**src/rtl/bmp180_i2c_pkg.sv**
```systemverilog
// Shared constants for the BMP180 target emulation: register map, calibration
// ROM image and the bus FSM state type.
package bmp180_i2c_pkg;

    localparam logic [7:0] REG_CALIB_FIRST = 8'hAA;
    localparam logic [7:0] REG_CALIB_LAST  = 8'hBF;
    localparam logic [7:0] REG_ID          = 8'hD0;
    localparam logic [7:0] REG_SOFT_RESET  = 8'hE0;
    localparam logic [7:0] REG_CTRL_MEAS   = 8'hF4;
    localparam logic [7:0] REG_OUT_MSB     = 8'hF6;
    localparam logic [7:0] REG_OUT_LSB     = 8'hF7;
    localparam logic [7:0] REG_OUT_XLSB    = 8'hF8;

    localparam logic [7:0] SOFT_RESET_KEY = 8'hB6;

    localparam int CALIB_LEN = 22;

    // Datasheet example coefficients AC1..MD, big-endian words.
    localparam logic [7:0] CALIB_ROM [CALIB_LEN] = '{
        8'h01, 8'h98, 8'hFF, 8'hB8, 8'hC7, 8'hD1, 8'h7F, 8'hE5,
        8'h7F, 8'hF5, 8'h5A, 8'h71, 8'h18, 8'h2E, 8'h00, 8'h04,
        8'h80, 8'h00, 8'hDD, 8'hF9, 8'h0B, 8'h34
    };

    typedef enum logic [3:0] {
        ST_IDLE,
        ST_ADDR,
        ST_ADDR_ACK,
        ST_REG,
        ST_REG_ACK,
        ST_WDATA,
        ST_WDATA_ACK,
        ST_RDATA,
        ST_RDATA_ACK,
        ST_IGNORE
    } stateT;

    function automatic logic [7:0] calibByte(input logic [7:0] adr);
        logic [4:0] idx;
        idx = 5'(adr - REG_CALIB_FIRST);
        return (int'(idx) < CALIB_LEN) ? CALIB_ROM[idx] : 8'h00;
    endfunction

endpackage

```
**src/rtl/i2c_bus_cond.sv**
```systemverilog
// SCL/SDA synchronizers with edge and START/STOP detection; both lines go
// through identical pipelines so their relative timing is preserved.
module i2c_bus_cond #(
    parameter int SYNC_STAGES = 2
) (
    input  logic clk,
    input  logic reset,
    input  logic scl,
    input  logic sda,
    output logic sclRise,
    output logic sclFall,
    output logic startDet,
    output logic stopDet,
    output logic sdaSync
);

    logic [SYNC_STAGES-1:0] sclPipe;
    logic [SYNC_STAGES-1:0] sdaPipe;
    logic                   sclPrev;
    logic                   sdaPrev;
    logic                   sclNow;

    always_ff @(posedge clk) begin
        if (reset) begin
            sclPipe <= '1;
            sdaPipe <= '1;
            sclPrev <= 1'b1;
            sdaPrev <= 1'b1;
        end else begin
            sclPipe <= {sclPipe[SYNC_STAGES-2:0], scl};
            sdaPipe <= {sdaPipe[SYNC_STAGES-2:0], sda};
            sclPrev <= sclPipe[SYNC_STAGES-1];
            sdaPrev <= sdaPipe[SYNC_STAGES-1];
        end
    end

    assign sclNow   = sclPipe[SYNC_STAGES-1];
    assign sdaSync  = sdaPipe[SYNC_STAGES-1];
    assign sclRise  = sclNow & ~sclPrev;
    assign sclFall  = ~sclNow & sclPrev;
    assign startDet = sclNow & sclPrev & sdaPrev & ~sdaSync;
    assign stopDet  = sclNow & sclPrev & ~sdaPrev & sdaSync;

endmodule

```
**src/rtl/bmp180_i2c_target.sv**
```systemverilog
// I2C target emulating a BMP180: address match, register pointer with
// auto-increment, ID / calibration / control / measurement registers.
//
//   state        | meaning
//   IDLE         | bus free, waiting for START
//   ADDR         | shifting address byte
//   ADDR_ACK     | acknowledging our address
//   REG          | shifting register pointer
//   REG_ACK      | acknowledging pointer
//   WDATA        | shifting write data
//   WDATA_ACK    | acknowledging data, commit at its end
//   RDATA        | driving read data
//   RDATA_ACK    | sampling master ACK/NACK
//   IGNORE       | not addressed or read ended, wait for START/STOP
module bmp180_i2c_target
    import bmp180_i2c_pkg::*;
#(
    parameter logic [6:0] DEV_ADR     = 7'h77,
    parameter logic [7:0] CHIP_ID     = 8'h55,
    parameter int         SYNC_STAGES = 2
) (
    input  logic        clk,
    input  logic        reset,
    input  logic        scl_i,
    input  logic        sda_i,
    output logic        sda_oe,
    input  logic [23:0] meas_data,
    output logic [7:0]  ctrl_meas,
    output logic        meas_start,
    output logic        busy
);

    logic sclRise, sclFall, startDet, stopDet, sdaSync;

    i2c_bus_cond #(.SYNC_STAGES(SYNC_STAGES)) busCond (
        .clk      (clk),
        .reset    (reset),
        .scl      (scl_i),
        .sda      (sda_i),
        .sclRise  (sclRise),
        .sclFall  (sclFall),
        .startDet (startDet),
        .stopDet  (stopDet),
        .sdaSync  (sdaSync)
    );

    stateT       state, stateNext;
    logic [3:0]  bitCnt, cntNext;
    logic [7:0]  shiftReg, pointer, txShift, ctrlMeasR, rdByte;
    logic [23:0] snapshot;
    logic        rwBit, sdaOeR, sdaOeNext, busyR, measStartR;
    logic        shiftIn, setBusy, takeSnap, loadPtr, writeReg, loadTx, shiftTx;
    logic        byteDone, ackEnd, adrMatch;

    assign byteDone = sclRise && (bitCnt == 4'd7);
    assign ackEnd   = sclFall && (bitCnt == 4'd9);
    assign adrMatch = ({shiftReg[6:0], sdaSync} >> 1) == {1'b0, DEV_ADR};

    always_ff @(posedge clk) begin
        if (reset) begin
            state <= ST_IDLE;
        end else begin
            state <= stateNext;
        end
    end

    always_comb begin
        stateNext = state;
        if (stopDet) begin
            stateNext = ST_IDLE;
        end else if (startDet) begin
            stateNext = ST_ADDR;
        end else begin
            unique case (state)
                ST_ADDR:      if (byteDone) stateNext = adrMatch ? ST_ADDR_ACK : ST_IGNORE;
                ST_ADDR_ACK:  if (ackEnd) stateNext = rwBit ? ST_RDATA : ST_REG;
                ST_REG:       if (byteDone) stateNext = ST_REG_ACK;
                ST_REG_ACK:   if (ackEnd) stateNext = ST_WDATA;
                ST_WDATA:     if (byteDone) stateNext = ST_WDATA_ACK;
                ST_WDATA_ACK: if (ackEnd) stateNext = ST_WDATA;
                ST_RDATA:     if (byteDone) stateNext = ST_RDATA_ACK;
                ST_RDATA_ACK: begin
                    if (sclRise && sdaSync) stateNext = ST_IGNORE;
                    else if (ackEnd) stateNext = ST_RDATA;
                end
                default:      stateNext = state;
            endcase
        end
    end

    // Every ACK-type state runs the same 9th-bit window: drive (or release)
    // at bitCnt 8's falling edge, exit at bitCnt 9's falling edge.
    always_comb begin
        sdaOeNext = sdaOeR;
        cntNext   = bitCnt;
        shiftIn   = 1'b0;
        setBusy   = 1'b0;
        takeSnap  = 1'b0;
        loadPtr   = 1'b0;
        writeReg  = 1'b0;
        loadTx    = 1'b0;
        shiftTx   = 1'b0;
        if (stopDet || startDet) begin
            sdaOeNext = 1'b0;
            cntNext   = 4'd0;
        end else begin
            unique case (state)
                ST_ADDR, ST_REG, ST_WDATA: begin
                    if (sclRise) begin
                        shiftIn = 1'b1;
                        cntNext = bitCnt + 4'd1;
                        if (state == ST_ADDR && bitCnt == 4'd7 && adrMatch) begin
                            setBusy  = 1'b1;
                            takeSnap = sdaSync;
                        end
                    end
                end
                ST_ADDR_ACK, ST_REG_ACK, ST_WDATA_ACK, ST_RDATA_ACK: begin
                    if (sclRise) begin
                        cntNext = 4'd9;
                    end else if (sclFall && bitCnt == 4'd8) begin
                        sdaOeNext = (state != ST_RDATA_ACK);
                    end else if (ackEnd) begin
                        cntNext   = 4'd0;
                        sdaOeNext = 1'b0;
                        loadPtr   = (state == ST_REG_ACK);
                        writeReg  = (state == ST_WDATA_ACK);
                        if ((state == ST_ADDR_ACK && rwBit) || state == ST_RDATA_ACK) begin
                            loadTx    = 1'b1;
                            sdaOeNext = ~rdByte[7];
                        end
                    end
                end
                ST_RDATA: begin
                    if (sclRise) begin
                        cntNext = bitCnt + 4'd1;
                    end else if (sclFall) begin
                        shiftTx   = 1'b1;
                        sdaOeNext = ~txShift[6];
                    end
                end
                default: begin
                    cntNext   = 4'd0;
                    sdaOeNext = 1'b0;
                end
            endcase
        end
    end

    always_comb begin
        rdByte = 8'h00;
        if (pointer >= REG_CALIB_FIRST && pointer <= REG_CALIB_LAST) begin
            rdByte = calibByte(pointer);
        end else begin
            case (pointer)
                REG_ID:        rdByte = CHIP_ID;
                REG_CTRL_MEAS: rdByte = ctrlMeasR;
                REG_OUT_MSB:   rdByte = snapshot[23:16];
                REG_OUT_LSB:   rdByte = snapshot[15:8];
                REG_OUT_XLSB:  rdByte = snapshot[7:0];
                default:       rdByte = 8'h00;
            endcase
        end
    end

    // Pointer advances once per byte written or loaded for transmit.
    always_ff @(posedge clk) begin
        if (reset) begin
            bitCnt     <= '0;
            shiftReg   <= '0;
            pointer    <= '0;
            txShift    <= '0;
            ctrlMeasR  <= '0;
            snapshot   <= '0;
            rwBit      <= 1'b0;
            sdaOeR     <= 1'b0;
            busyR      <= 1'b0;
            measStartR <= 1'b0;
        end else begin
            bitCnt     <= cntNext;
            sdaOeR     <= sdaOeNext;
            measStartR <= 1'b0;
            if (shiftIn) shiftReg <= {shiftReg[6:0], sdaSync};
            if (shiftIn && state == ST_ADDR && bitCnt == 4'd7) rwBit <= sdaSync;
            if (setBusy) busyR <= 1'b1;
            else if (stopDet) busyR <= 1'b0;
            if (takeSnap) snapshot <= meas_data;
            if (loadPtr) pointer <= shiftReg;
            else if (writeReg || loadTx) pointer <= pointer + 8'd1;
            if (loadTx) txShift <= rdByte;
            else if (shiftTx) txShift <= {txShift[6:0], 1'b0};
            if (writeReg) begin
                if (pointer == REG_CTRL_MEAS) begin
                    ctrlMeasR  <= shiftReg;
                    measStartR <= 1'b1;
                end else if (pointer == REG_SOFT_RESET && shiftReg == SOFT_RESET_KEY) begin
                    ctrlMeasR <= '0;
                end
            end
        end
    end

    assign sda_oe     = sdaOeR;
    assign ctrl_meas  = ctrlMeasR;
    assign meas_start = measStartR;
    assign busy       = busyR;

endmodule

```
**config.mk**
```make
export PLATFORM = sky130hd
export DESIGN_NAME = bmp180_i2c_target
export DESIGN_NICKNAME = d
export VERILOG_FILES = /design/src/rtl/bmp180_i2c_pkg.sv /design/src/rtl/i2c_bus_cond.sv /design/src/rtl/bmp180_i2c_target.sv
export SDC_FILE = /design/constraint.sdc
export NUM_CORES = 1
export LEC_CHECK = 0
export ABC_CLOCK_PERIOD_IN_PS = 2300
export CAP_MARGIN = 20
export CORE_MARGIN = 5
export CORE_UTILIZATION = 46
export CTS_CLUSTER_SIZE = 16
export DETAILED_ROUTE_END_ITERATION = 7
export GPL_ROUTABILITY_DRIVEN = 0
export PLACE_DENSITY_LB_ADDON = 0.15
export SYNTH_ARGS = -nofsm -noshare
export SYNTH_HDL_FRONTEND = slang
export SYNTH_SLANG_ARGS = --single-unit
export TNS_END_PERCENT = 20
```
**constraint.sdc**
```tcl
create_clock -name clk -period 2.3 [get_ports clk]
set_input_delay 0.575 -clock clk [delete_from_list [all_inputs] [get_ports clk]]
set_output_delay 0.575 -clock clk [all_outputs]
set_load 0.1 [all_outputs]
```
## Word level (Yosys, flattened, before mapping)

Memory sizes are Yosys's and may differ from the RTL's.
Index checks and enable logic that the tools add are counted.

- Register bits after elaboration: 73
- ROM bits: 256
- Input port bits: 28
- Output and inout port bits: 11
- Memories: 1

- $add $sub $neg: 3
- Order comparisons: 4
- Equality and inequality tests: 41
- Multiplexer cells: 69
- Bitwise logic cells: 16
- Reductions and logical operators: 33

Memories:

| memory | depth | bits a word | read ports | clocked after memory_dff | write ports | RTL line | source |
|---|---|---|---|---|---|---|---|
| (no name shown) | 32 | 8 | 1 | 0 | 0 | bmp180_i2c_pkg.sv:41 | `return (int'(idx) < CALIB_LEN) ? CALIB_ROM[idx] : 8'h00;` |

Operators by type and width:

| operator | count |
|---|---|
| 8-bit 2-to-1 mux | 8 |
| 8-bit equality test, second input constant | 7 |
| 4-bit 2-to-1 mux | 13 |
| 1-bit 2-to-1 mux | 41 |
| 8-bit one-hot mux with 5 select lines | 1 |
| 4-bit one-hot mux with 7 select lines | 1 |
| 3-bit != test, second input constant | 9 |
| 4-bit by 3-bit equality test with 1-bit output, second input constant | 5 |
| 2-bit != test, second input constant | 8 |
| 8-bit AND reduction | 2 |
| 7-bit 2-to-1 mux | 2 |
| 4-bit equality test, second input constant | 3 |
| 1-bit logical AND | 11 |
| 8-bit by 1-bit adder with 8-bit output, second input constant | 1 |
| 4-bit by 2-bit equality test with 1-bit output, second input constant | 2 |
| 8-bit >= comparator, second input constant | 1 |
| 8-bit <= comparator, second input constant | 1 |
| 4-bit != test, second input constant | 2 |
| 1-bit NOT | 8 |
| 4-bit one-hot mux with 2 select lines | 1 |
| 2-bit nonzero test | 4 |
| 8-bit nonzero test | 1 |
| 2-bit OR reduction | 4 |
| 4-bit OR reduction | 2 |
| 18 further kinds | 28 |

## Logic depth before layout (Yosys ltp)

- Depth after elaboration: 13
- Mapped depth: 10

## Hierarchy

From an unflattened synthesis, not the netlist that was laid out.

- Cell total of the unflattened synthesis: 513
- Area, all modules: 4,045.1 um^2

By module, submodules not included:

| module | instances | cells each | area an instance (um^2) | seq. area each (um^2) |
|---|---|---|---|---|
| bmp180_i2c_target | 1 | 497 | 3,854.9 | 1,341.3 |
| i2c_bus_cond | 1 | 16 | 190.2 | 120.1 |

## Worst setup path before layout

No wires, ideal clock.

- Path type: reg-to-reg
- From: register pointer[1]
- To: register sdaOeR, in the netlist sda_oe
- Library setup time: 0.058 ns
- Data arrival time: 2.267 ns
- Required time: 2.242 ns
- Slack: -0.024 ns
- Cell stages (with the launch flop): 10
- Cell sequence: dfxtp_1 -> inv_1 -> ha_1 -> buf_2 -> xor2_2 -> mux2i_1 -> a211o_1 -> a221o_1 -> a31oi_1 -> o21a_1

- Word-level cells in the longest chain between the ends: 13
- Elaborated cells on any way between the ends: 23
- Classes of those cells: add/sub (1); order compare (3); eq/ne (5); mux (10); bitwise (2); reduce/logical (1); memory (1)

RTL lines:

| item | RTL line | source |
|---|---|---|
| start: declaration | bmp180_i2c_target.sv:49 | `logic [7:0] shiftReg, pointer, txShift, ctrlMeasR, rdByte;` |
| start signal: assignment | bmp180_i2c_target.sv:188 | `if (loadPtr) pointer <= shiftReg;` |
| start signal: assignment | bmp180_i2c_target.sv:189 | `else if (writeReg \|\| loadTx) pointer <= pointer + 8'd1;` |
| 5-bit by 4-bit subtractor with 5-bit output | bmp180_i2c_pkg.sv:40 | `idx = 5'(adr - REG_CALIB_FIRST);` |
| 5-bit NOT with 6-bit output (implied by the code) | bmp180_i2c_pkg.sv:41 |  |
| memory 32 x 8 bit | n/a |  |
| 8-bit 2-to-1 mux (implied by the code) (2 in series) | bmp180_i2c_pkg.sv:41 |  |
| 8-bit 2-to-1 mux | bmp180_i2c_pkg.sv:41 |  |
| 8-bit 2-to-1 mux (*) | bmp180_i2c_target.sv:152 | `if (pointer >= REG_CALIB_FIRST && pointer <= REG_CALIB_LAST) begin` |
| 1-bit NOT (*) | bmp180_i2c_target.sv:130 | `sdaOeNext = ~rdByte[7];` |
| 1-bit 2-to-1 mux (*) | bmp180_i2c_target.sv:128 | `if ((state == ST_ADDR_ACK && rwBit) \|\| state == ST_RDATA_ACK) begin` |
| 1-bit 2-to-1 mux (*) | bmp180_i2c_target.sv:123 | `end else if (ackEnd) begin` |
| 1-bit 2-to-1 mux (*) | bmp180_i2c_target.sv:121 | `end else if (sclFall && bitCnt == 4'd8) begin` |
| 1-bit 2-to-1 mux (*) | bmp180_i2c_target.sv:119 | `if (sclRise) begin` |
| 1-bit one-hot mux with 3 select lines (*) | bmp180_i2c_target.sv:107 | `unique case (state)` |
| end signal: assignment | bmp180_i2c_target.sv:181 | `sdaOeR <= sdaOeNext;` |
| end: declaration | bmp180_i2c_target.sv:51 | `logic rwBit, sdaOeR, sdaOeNext, busyR, measStartR;` |

Every way passes the cells marked *; elsewhere a longest branch is shown, timed or not. The select of a mux whose other input is x is not followed.
A chain may end at the register's enable or synchronous reset.

## Worst setup path after layout

- From: register pointer[1]
- To: register ctrlMeasR[1], in the netlist ctrl_meas[1]

- Word-level cells in the longest chain between the ends: 4
- Elaborated cells on any way between the ends: 6
- Classes of those cells: eq/ne (2); mux (1); reduce/logical (3)

RTL lines:

| item | RTL line | source |
|---|---|---|
| 8-bit equality test | bmp180_i2c_target.sv:196 | `end else if (pointer == REG_SOFT_RESET && shiftReg == SOFT_RESET_KEY) begin` |
| 1-bit logical AND | bmp180_i2c_target.sv:196 |  |
| 2-bit nonzero test (no line) | n/a |  |
| 2-bit AND reduction (no line) | n/a |  |
| end signal: assignment | bmp180_i2c_target.sv:194 | `ctrlMeasR <= shiftReg;` |
| end: declaration | bmp180_i2c_target.sv:49 |  |

Several ways; a longest one is shown, not always the timed one.

==> impl_metrics.yaml <==
die:
  ioPinCount: 39
  die_x_um: 105
  coreArea_mm2: 0.00876
  die_h_um: 105
  die_area_mm2: 0.0110
  start_util: 0.473
  num_rows: 34
sta:
  finalCritPeriodShare: 0.941
  tightest_slew_ns: 0.504
  hold_violations: 0
  finalClockSkew_ns: 0.0150
  setup_slack_ns: 0.136
  finalMaxSlewViolations: 0
  setup_violations: 0
  period_needed_ns: 2.16
  fmax_mhz: 462
  relSlewSlack: 0.661
run_status:
  status: "complete, no violations"
cells_and_area:
  nNetsFinal: 601
  diodes: 0
  stdcell_area_mm2: 0.00497
  layout-drive-gt1-share: 0.150
  nFillCells: 782
  area_delta_synth_final_pct: 19.7
logic_synthesis:
  syn-num-nets: 558
  async_flop_share: 0
  syn_area_per_cell_um2: 8.03
  synth_edf_count: 0
  synth_flop_cell: "dfxtp_1"
  ys_types: 70
  yosys_warnings: 0
  synth_xor_xnor_area_share: 0.0124
  synth.ff_latch_count: 73
  yosys.area_share.simple: 0.227
  synthMuxAreaShare: 0.0461
  syn_inst: 517
  synth-adder-area-share: 0.0392
  synth_top_family_by_area: "compound AO/OA/AOI/OAI gates"
  ys_seq_area_frac: 0.352
  synth_compound_gate_area_share: 0.263
  synth.cell_area_mm2: 0.00415
routing:
  wl_per_cell_um: 17.3
  drc_errors: 0
  firstDrtPassIters: 5
  vias_per_cell: 5.93
  ant_nets: 0
  vias: 3994
  detail_route.iter0.violations: 259
  drt-total-wl_mm: 11.6
worst_setup_path:
  worstRegToRegCells: 8
  critPathTopFamily: "compound AO/OA/AOI/OAI gates"
  r2r_setup_slack_ns: 0.14
  worstPathRequired_ns: 2.56
  worstSetupEndpointType: "register"
  critical_path_class: "reg -> reg"
  slowest_delay_ns: 0.33
  reg2reg_to: "ctrl_meas[1]$_SDFFE_PP0P_"
  crit_chain: "inv_1 > ha_1 > nand3_1 > nor3_1 > nand3_1 > o21ai_0 > a41oi_2 > a22o_1"
  critPathMaxFanout: 8
  slowest_stage: "dfxtp_2"
  worstPathArrival_ns: 2.42
  cpMostUsedCell: "nand3_1"
  reg2reg_from: "pointer[1]$_SDFFE_PP0P_"
  path_buf_inv: 1
  critPathLaunchType: "register"
grt:
  grt_pass1_wl_mm: 19.2
  grt_pass1_vias: 3853
  grt.overflow.total: 0
  track_usage: 0.210
  grt_antenna_before_repair: 0
  grt_max_degree: 53
hold_path:
  hp-class: "reg -> reg"
  min-delay-start: "busCond.sclPipe[0]$_SDFF_PP1_"
  hold_depth: 1
  worstHoldEndpoint: "busCond.sclPipe[1]$_SDFF_PP1_"
place:
  post_dp_cell_area_mm2: 0.00472
  io_buffers: 38
  dp_hpwl_mm: 8.46
  dp_slack_ns: 0.151
cts:
  cts_setup_buffers: 0
  clk_latency_ns: 0.36
  ctsHoldBuffers: 0
  cts_buffer_depth: 2
  htreeDepth: 3
  clock-root-buffer: "clkbuf_8"
  clock_sinks: 73
  cts_buffers: 9
  cts_tree: "yes"
  clk_pin_slew_ns: 0.10
power_and_ir_drop:
  p_per_area_mw_per_mm2: 521
  ir_worst_vdd_mv: 0.403
  power_leakage_nw: 1.82
flow_run:
  max_cap_violations: 0
## routing by layer
| layer | share of wire | vias to the layer above | track usage | wire, um |
|---|---|---|---|---|
| li1 | - | 1961 | - | - |
| met5 | 0 | - | 0.00893 | 0 |
| met4 | 0.023 | 0 | 0.0795 | 270 |
| met3 | 0.056 | 21 | 0.0469 | 656 |
| met2 | 0.46 | 124 | 0.326 | 5370 |
| met1 | 0.46 | 1888 | 0.283 | 5330 |
## per-stage QoR
step                power [mW]  cells  hold slack (ns)  TNS (ns)   util
floorplan                 1.35    517            0.389         0      -
global placement          1.41    657            0.395         0  0.538
detailed placement        1.41    657            0.398         0  0.538
CTS                       2.60    673            0.420         0  0.565
global route              2.67    673            0.441    -0.134  0.567
finish                    2.59    673            0.416         0  0.567
## Yosys cell counts, types with 3 or more instances
| master | instances | share of area |
|---|---|---|
| mux2i_1 | 18 | 0.043 |
| nand2_1 | 79 | 0.071 |
| dfxtp_1 | 73 | 0.35 |
| a21oi_1 | 56 | 0.068 |
| buf_6 | 3 | 0.0081 |
| a31oi_1 | 7 | 0.011 |
| o21ai_0 | 30 | 0.036 |
| buf_4 | 4 | 0.0072 |
| nor2_1 | 40 | 0.036 |
| ha_1 | 13 | 0.039 |
| or2_2 | 7 | 0.011 |
| nand3_1 | 10 | 0.012 |
| a22o_1 | 8 | 0.017 |
| a2bb2oi_1 | 4 | 0.0084 |
| nor2b_1 | 8 | 0.012 |
| inv_1 | 15 | 0.014 |
| a211oi_1 | 15 | 0.027 |
| a21boi_0 | 3 | 0.0054 |
| o21a_1 | 4 | 0.0072 |
| a221oi_1 | 4 | 0.0084 |
| nor4_1 | 3 | 0.0045 |
| clkbuf_1 | 22 | 0.020 |
| buf_2 | 9 | 0.011 |
| and4b_1 | 3 | 0.0072 |
| o211ai_1 | 4 | 0.0072 |
| nor3_1 | 9 | 0.011 |
| a222oi_1 | 7 | 0.017 |
## state kept, by name (all words and copies together) (netlist names)
name,flops
busCond.sdaPipe,2
pointer,8
busy,1
busCond.sdaPrev,1
ctrl_meas,8
busCond.sclPipe,2
sda_oe,1
meas_start,1
rwBit,1
snapshot,24
bitCnt,4
busCond.sclPrev,1
shiftReg,8
txShift,7
state,4
## timing repair
| action | in CTS | in global routing |
|---|---|---|
| resized for setup | 0 | 3 |
| setup endpoints to repair | 0 | 6 |
| endpoints found under the hold margin | 0 | 0 |
## cell type report
cell class	count	area (um2)	area share
clock buffers	9	124	0.0249
flip-flops and latches	73	1460	0.294
well taps	108	135	0.0272
inverters	15	56.3	0.0113
multi-input cells	391	2470	0.497
repair buffers	70	613	0.123
clock inverters	7	108	0.0217
## cells by family (layout without fill, tap and decap cells)
group	count (synthesis)	count (layout)
AOI/OAI and AO/OA	166	166
xor gates and xnor gates	5	5
adders and majority gates	13	13
buffers and inverters	53	101
DFF	73	73
muxes	19	19
and+or+nand+nor	188	188
## where the power goes
part | total [mW] | internal (mW) | switching (mW)
clock network | 1.20 | 0.634 | 0.568
logic | 0.108 | 0.0599 | 0.0486
registers | 1.28 | 1.27 | 0.00798
## worst max path at each step
stage / from / endpoint / slack [ns] / depth (start not counted)
final: pointer[1]$_SDFFE_PP0P_ / ctrl_meas[1]$_SDFFE_PP0P_ / 0.14 / 8
after detailed placement: pointer[1]$_SDFFE_PP0P_ / sda_oe$_SDFFE_PP0P_ / 0.15 / 8
after floorplan: pointer[2]$_SDFFE_PP0P_ / sda_oe$_SDFFE_PP0P_ / 0.05 / 9
after CTS: pointer[1]$_SDFFE_PP0P_ / sda_oe$_SDFFE_PP0P_ / 0.12 / 8
after global placement: state[0]$_SDFFE_PP0P_ / snapshot[7]$_SDFFE_PP0P_ / 0.20 / 7
after global routing: pointer[1]$_SDFFE_PP0P_ / ctrl_meas[5]$_SDFFE_PP0P_ / -0.03 / 8
## placed cells by master, fill, tap and decap left out, types with 10 or more instances in the layout
master	count
nand2_1	79
dfxtp_1	72
a21oi_1	56
buf_4	41
nor2_1	40
o21ai_0	30
clkdlybuf4s50_1	26
mux2i_1	18
inv_1	15
a211oi_1	15
ha_1	12
nand3_1	10
Note: power is estimated with default switching activity, not from simulation.
